`src/rtl/mem_arbiter.sv`:
```
// Round-robin arbiter between the instruction and data caches in front of a
// single-ported, line-wide main memory. Each access is stretched over a
// programmable number of BUSY cycles to model memory latency, and completes
// with a one-cycle ack to whichever cache was granted.
module mem_arbiter #(
    parameter int unsigned WIDTH   = 128,
    parameter int unsigned ADDR    = 32,
    parameter int unsigned LATENCY = 4
) (
    input  logic             clk,
    input  logic             reset,
    input  logic             i_req,
    input  logic [ADDR-1:0]  i_addr,
    output logic             i_ack,
    output logic [WIDTH-1:0] i_rdata,
    input  logic             d_req,
    input  logic             d_write,
    input  logic [ADDR-1:0]  d_addr,
    input  logic [WIDTH-1:0] d_wdata,
    output logic             d_ack,
    output logic [WIDTH-1:0] d_rdata,
    output logic [ADDR-1:0]  mem_addr,
    output logic [WIDTH-1:0] mem_wdata,
    output logic             mem_read,
    output logic             mem_write,
    input  logic [WIDTH-1:0] mem_rdata,
    output logic             busy
);

    localparam int unsigned     CNT_W    = 8;
    localparam logic [CNT_W-1:0] CNT_INIT = CNT_W'(LATENCY - 1);
    // With a single BUSY cycle that cycle is also the write cycle, so the
    // write strobe has to be raised on the grant edge itself.
    localparam logic            WR_AT_GRANT = (LATENCY == 1);

    typedef enum logic [1:0] {
        IDLE = 2'd0,
        BUSY = 2'd1,
        DONE = 2'd2
    } state_t;

    typedef enum logic {
        GNT_I = 1'b0,
        GNT_D = 1'b1
    } gnt_t;

    state_t           state;
    gnt_t             gnt;
    gnt_t             last_grant;
    logic [CNT_W-1:0] cnt;
    logic             wr;

    logic             any_req_c;
    logic             pick_d_c;
    logic             pick_wr_c;

    // Round-robin pick: a lone requester wins, a tie goes to whoever lost last
    always_comb begin
        any_req_c = i_req || d_req;
        pick_d_c  = d_req;
        if (i_req && d_req) begin
            pick_d_c = (last_grant == GNT_I);
        end
        pick_wr_c = pick_d_c && d_write;
    end

    // Access sequencer: grant in IDLE, count out the latency in BUSY, ack in DONE
    always_ff @(posedge clk) begin
        if (reset) begin
            state      <= IDLE;
            gnt        <= GNT_I;
            last_grant <= GNT_D;
            cnt        <= '0;
            wr         <= 1'b0;
            busy       <= 1'b0;
            i_ack      <= 1'b0;
            d_ack      <= 1'b0;
            i_rdata    <= '0;
            d_rdata    <= '0;
            mem_addr   <= '0;
            mem_wdata  <= '0;
            mem_read   <= 1'b0;
            mem_write  <= 1'b0;
        end else begin
            i_ack <= 1'b0;
            d_ack <= 1'b0;
            case (state)
                IDLE: begin
                    if (any_req_c) begin
                        gnt        <= pick_d_c ? GNT_D : GNT_I;
                        last_grant <= pick_d_c ? GNT_D : GNT_I;
                        wr         <= pick_wr_c;
                        mem_addr   <= pick_d_c ? d_addr : i_addr;
                        mem_wdata  <= pick_d_c ? d_wdata : '0;
                        mem_read   <= !pick_wr_c;
                        mem_write  <= WR_AT_GRANT && pick_wr_c;
                        cnt        <= CNT_INIT;
                        busy       <= 1'b1;
                        state      <= BUSY;
                    end
                end
                BUSY: begin
                    if (cnt != '0) begin
                        cnt <= cnt - CNT_W'(1);
                        // Raise the strobe so it covers only the final BUSY cycle
                        if ((cnt == CNT_W'(1)) && wr) begin
                            mem_write <= 1'b1;
                        end
                    end else begin
                        if (!wr) begin
                            if (gnt == GNT_D) begin
                                d_rdata <= mem_rdata;
                            end else begin
                                i_rdata <= mem_rdata;
                            end
                        end
                        if (gnt == GNT_D) begin
                            d_ack <= 1'b1;
                        end else begin
                            i_ack <= 1'b1;
                        end
                        mem_read  <= 1'b0;
                        mem_write <= 1'b0;
                        state     <= DONE;
                    end
                end
                DONE: begin
                    busy  <= 1'b0;
                    state <= IDLE;
                end
                default: begin
                    busy  <= 1'b0;
                    state <= IDLE;
                end
            endcase
        end
    end

endmodule

```
`config.mk`:
```
export PLATFORM = sky130hd
export DESIGN_NAME = mem_arbiter
export DESIGN_NICKNAME = d
export VERILOG_FILES = /design/src/rtl/mem_arbiter.sv
export SDC_FILE = /design/constraint.sdc
export NUM_CORES = 1
export LEC_CHECK = 0
export ABC_AREA = 1
export CORE_AREA = 2 2 286 288
export CTS_BUF_LIST = sky130_fd_sc_hd__clkbuf_4
export CTS_CLUSTER_DIAMETER = 200
export DETAILED_ROUTE_END_ITERATION = 8
export DIE_AREA = 0 0 288 290
export SYNTH_ARGS = -nofsm -noshare
export SYNTH_HDL_FRONTEND = slang
export SYNTH_SLANG_ARGS = --single-unit
```
`constraint.sdc`:
```
create_clock -name clk -period 2 [get_ports clk]
set_input_delay 0.4 -clock clk [delete_from_list [all_inputs] [get_ports clk]]
set_output_delay 0.4 -clock clk [all_outputs]
set_load 0.01 [all_outputs]
```
==> load_flow_metrics.sql <==
INSERT INTO impl_metrics (metric_group, metric, value, unit) VALUES
('status', 'status', 'complete, no violations', ''),
('floorplan', 'core', '0.08016', 'mm²'),
('clocking', 'cts_buffers', '121', ''),
('grt', 'globalRouteTotalUtil', '0.1404', ''),
('floorplan', 'floorplan.die.width', '288', 'µm'),
('route', 'met2_wirelength', '29.71', 'mm'),
('placed_design', 'hpwlAfterDp', '44.75', 'mm'),
('setup_path', 'worst_setup_end_kind', 'primary output', ''),
('setup_path', 'timing.critical_path.fanout_max', '2', ''),
('clocking', 'clkSinkCount', '434', ''),
('setup_path', 'cp_data_arrival_time', '1.46', 'ns'),
('grt', 'grt_antenna_before_repair', '10', ''),
('grt', 'vias_in_the_first_global_route', '16379', ''),
('pwr', 'power_density_over_the_cells', '866.5', 'mW/mm²'),
('sta', 'post-route-period-util', '0.9300', ''),
('hold_path', 'worst_hold_startpoint', 'd_wdata[34]', ''),
('route', 'drtAntennaViolNets', '0', ''),
('grt', 'grt_overflow', '0', ''),
('setup_path', 'crit-reg2reg-launch', 'cnt[0]', ''),
('route', 'drtPass1Iterations', '4', ''),
('setup_path', 'critical-path-max-stage-delay', '0.34', 'ns'),
('setup_path', 'r2r-end', 'd_rdata[112]', ''),
('sta', 'final_max_slew_viol_count', '0', ''),
('setup_path', 'cell_by_cell_listing_of_the_critical_path', 'clkdlybuf4s15_2', ''),
('setup_path', 'timing.critical_path.max_delay_family', 'flip-flops', ''),
('floorplan', 'total_die_area', '0.08352', 'mm²'),
('setup_path', 'critical_path_type', 'flip-flop to primary output', ''),
('layout', 'mostFrequentLayoutCell', 'sky130_fd_sc_hd__dfxtp_1', ''),
('sta', 'final.setup_skew', '0.05959', 'ns'),
('sta', 'final_period_minus_worst_setup_slack', '1.860', 'ns'),
('sta', 'max_slew.worst_pin.slew', '0.5455', 'ns'),
('setup_path', 'worstPathRequired', '1.60', 'ns'),
('logic_synthesis', 'avgSynthCellArea', '8.008', 'µm²'),
('setup_path', 'startpoint_kind_of_the_worst_setup_timing_path', 'flip-flop', ''),
('layout', 'synthToLayoutAreaGrowth', '69.30', '%'),
('route', 'vias_per_cell', '4.053', ''),
('setup_path', 'critical_path_buf_inv_count', '1', ''),
('pwr', 'total_leakage_power', '11.43', 'nW'),
('route', 'detail_route.iter0.violations', '539', ''),
('grt', 'pin_count_of_the_biggest_net_entering_global_routing', '55', ''),
('setup_path', 'rrSetupSlack', '0.17', 'ns'),
('placed_design', 'numPortBuffers', '745', ''),
('setup_path', 'worst_path_max_delay_cell', 'sky130_fd_sc_hd__dfxtp_1', ''),
('pwr', 'report.power.total', '23.41', 'mW'),
('layout', 'drive_above_1_share', '0.2036', ''),
('route', 'dr.max_layer_used', 'met4', ''),
('route', 'routed-via-count', '16607', ''),
('clocking', 'clock-root-buffer', 'sky130_fd_sc_hd__clkbuf_4', ''),
('route', 'metal_1_wl', '23.93', 'mm'),
('route', 'route.detailed.wl_per_inst', '15.05', 'µm'),
('flow_run', 'max_cap_viol_count', '0', ''),
('setup_path', 'cp-startpoint', 'mem_wdata[55]', ''),
('floorplan', 'initial_utilization', '0.1991', ''),
('layout', 'layout_common_cells', 'sky130_fd_sc_hd__dfxtp_1, sky130_fd_sc_hd__nand2_1, sky130_fd_sc_hd__a21oi_1', ''),
('grt', 'grt_pass1_wl', '92.54', 'mm'),
('sta', 'setup_viol', '0', ''),
('placed_design', 'placedInstanceArea', '0.02482', 'mm²'),
('clocking', 'cts_max_path_buffers', '3', ''),
('setup_path', 'reg2reg_depth', '9', ''),
('clocking', 'clk_pin_slew', '0.06', 'ns'),
('route', 'routed-wl-met3', '5.726', 'mm'),
('clocking', 'insertion_delay', '0.87', 'ns'),
('layout', 'final_net_count', '3259', ''),
('route', 'route.detailed.drc', '0', ''),
('logic_synthesis', 'share_of_synthesized_area_occupied_by_flip_flops_and_latches', '0.5444', ''),
('floorplan', 'core.rowCount', '104', ''),
('route', 'drt_wl_total', '61.66', 'mm'),
('logic_synthesis', 'synthesis.instances', '1993', ''),
('sta', 'fmaxAchievable', '537.6', 'MHz'),
('placed_design', 'global_placer_s_final_weighted_congestion', '0.8582', ''),
('clocking', 'htree_levels', '3', '');
==> where the power goes <==
group	leakage [nW]	internal (mW)	switching, mW
clock	0.968	4.47	4.01
sequential	3.54	9.48	0.422
combinational	6.92	2.42	2.60
==> layer usage <==
metal | track usage | up-vias
met5 | 0 | -
met4 | 0.06028 | 0
met3 | 0.04709 | 150
met2 | 0.2437 | 681
met1 | 0.1548 | 7405
li1 | - | 8371
==> logic make-up (layout without fill, tap and decap cells) <==
group / count (synthesis) / in the layout / synth area share
adder cells (fa/ha/maj): 3 / 3 / 0.002352
buffers and inverters: 418 / 1456 / 0.1253
AND/OR/NAND/NOR: 547 / 547 / 0.1422
other: 0 / 6 / 0
AO/OA/AOI/OAI: 591 / 591 / 0.1858
flip-flops: 434 / 434 / 0.5444
==> cells in the mapped netlist <==
| library cell | number | area [µm²] |
|---|---|---|
| sky130_fd_sc_hd__a21oi_1 | 328 | 1642 |
| sky130_fd_sc_hd__buf_1 | 9 | 33.78 |
| sky130_fd_sc_hd__buf_2 | 32 | 160.2 |
| sky130_fd_sc_hd__buf_6 | 52 | 585.6 |
| sky130_fd_sc_hd__clkbuf_1 | 52 | 195.2 |
| sky130_fd_sc_hd__dfxtp_1 | 434 | 8688 |
| sky130_fd_sc_hd__ha_1 | 3 | 37.54 |
| sky130_fd_sc_hd__inv_1 | 271 | 1017 |
| sky130_fd_sc_hd__inv_2 | 2 | 7.510 |
| sky130_fd_sc_hd__nand2_1 | 343 | 1287 |
| sky130_fd_sc_hd__nand2_2 | 2 | 12.51 |
| sky130_fd_sc_hd__nand3_1 | 137 | 685.7 |
| sky130_fd_sc_hd__nand3_2 | 2 | 20.02 |
| sky130_fd_sc_hd__nand4_1 | 1 | 6.260 |
| sky130_fd_sc_hd__nor2_1 | 54 | 202.7 |
| sky130_fd_sc_hd__nor2_4 | 2 | 22.52 |
| sky130_fd_sc_hd__nor3_1 | 5 | 25.02 |
| sky130_fd_sc_hd__nor3b_1 | 1 | 7.510 |
| sky130_fd_sc_hd__o21ai_0 | 199 | 996.0 |
| sky130_fd_sc_hd__o21ai_1 | 61 | 305.3 |
| sky130_fd_sc_hd__o21ai_2 | 1 | 8.760 |
| sky130_fd_sc_hd__o22ai_1 | 1 | 6.260 |
| sky130_fd_sc_hd__o31ai_1 | 1 | 7.510 |
==> how the worst max path moves through the flow <==
stage                          end  slack [ns]  cells past startpoint
floorplan             d_rdata[125]        0.53                      9
global placement    mem_wdata[116]       0.006                      8
detailed placement  mem_wdata[113]       -0.02                      8
CTS                    i_rdata[78]       -0.03                      1
global route          i_rdata[106]       -0.02                      1
finish               mem_wdata[55]        0.14                      1
==> stage by stage <==
step                      TNS (ns)  setup slack [ns]    util  instances
final                            0            0.1399  0.3371       4097
after global placement           0          0.005915  0.3097       3751
after global routing        -1.289          -0.01950  0.3371       4096
after detailed placement  -0.08621          -0.01604  0.3097       3751
after CTS                 -0.02677          -0.02677  0.3377       4088
after floorplan                  0            0.5255       -       1993
==> flip-flops by register name (all words and copies together) (netlist names) <==
name and flops:
d_rdata 128, i_rdata 128, mem_wdata 128, mem_addr 32
cnt 8, state 2, busy 1, d_ack 1
gnt 1, i_ack 1, last_grant 1, mem_read 1
mem_write 1, wr 1
==> area by class of cell <==
type / count / area, µm² / share of cell area
multi-input combinational: 1141 / 5298 / 0.1961
clock buffer: 191 / 1434 / 0.05307
sequential: 434 / 8743 / 0.3236
timing repair buffer: 960 / 8984 / 0.3325
inverter: 273 / 1035 / 0.03829
clock inverter: 32 / 186.4 / 0.006899
tap: 1060 / 1326 / 0.04908
antenna: 6 / 15.01 / 0.0005557
==> timing repair <==
| action | 4_1_cts | 5_1_grt |
|---|---|---|
| gates cloned | 0 | 1 |
| setup buffers | 0 | 2 |
| endpoints found under the setup margin | 421 | 50 |
| endpoints found under the hold margin | 161 | 0 |
| hold buffers | 114 | 0 |
| gates resized for setup | 1178 | 48 |
| pin swaps | 0 | 1 |
(Power assumes the default switching activity.)
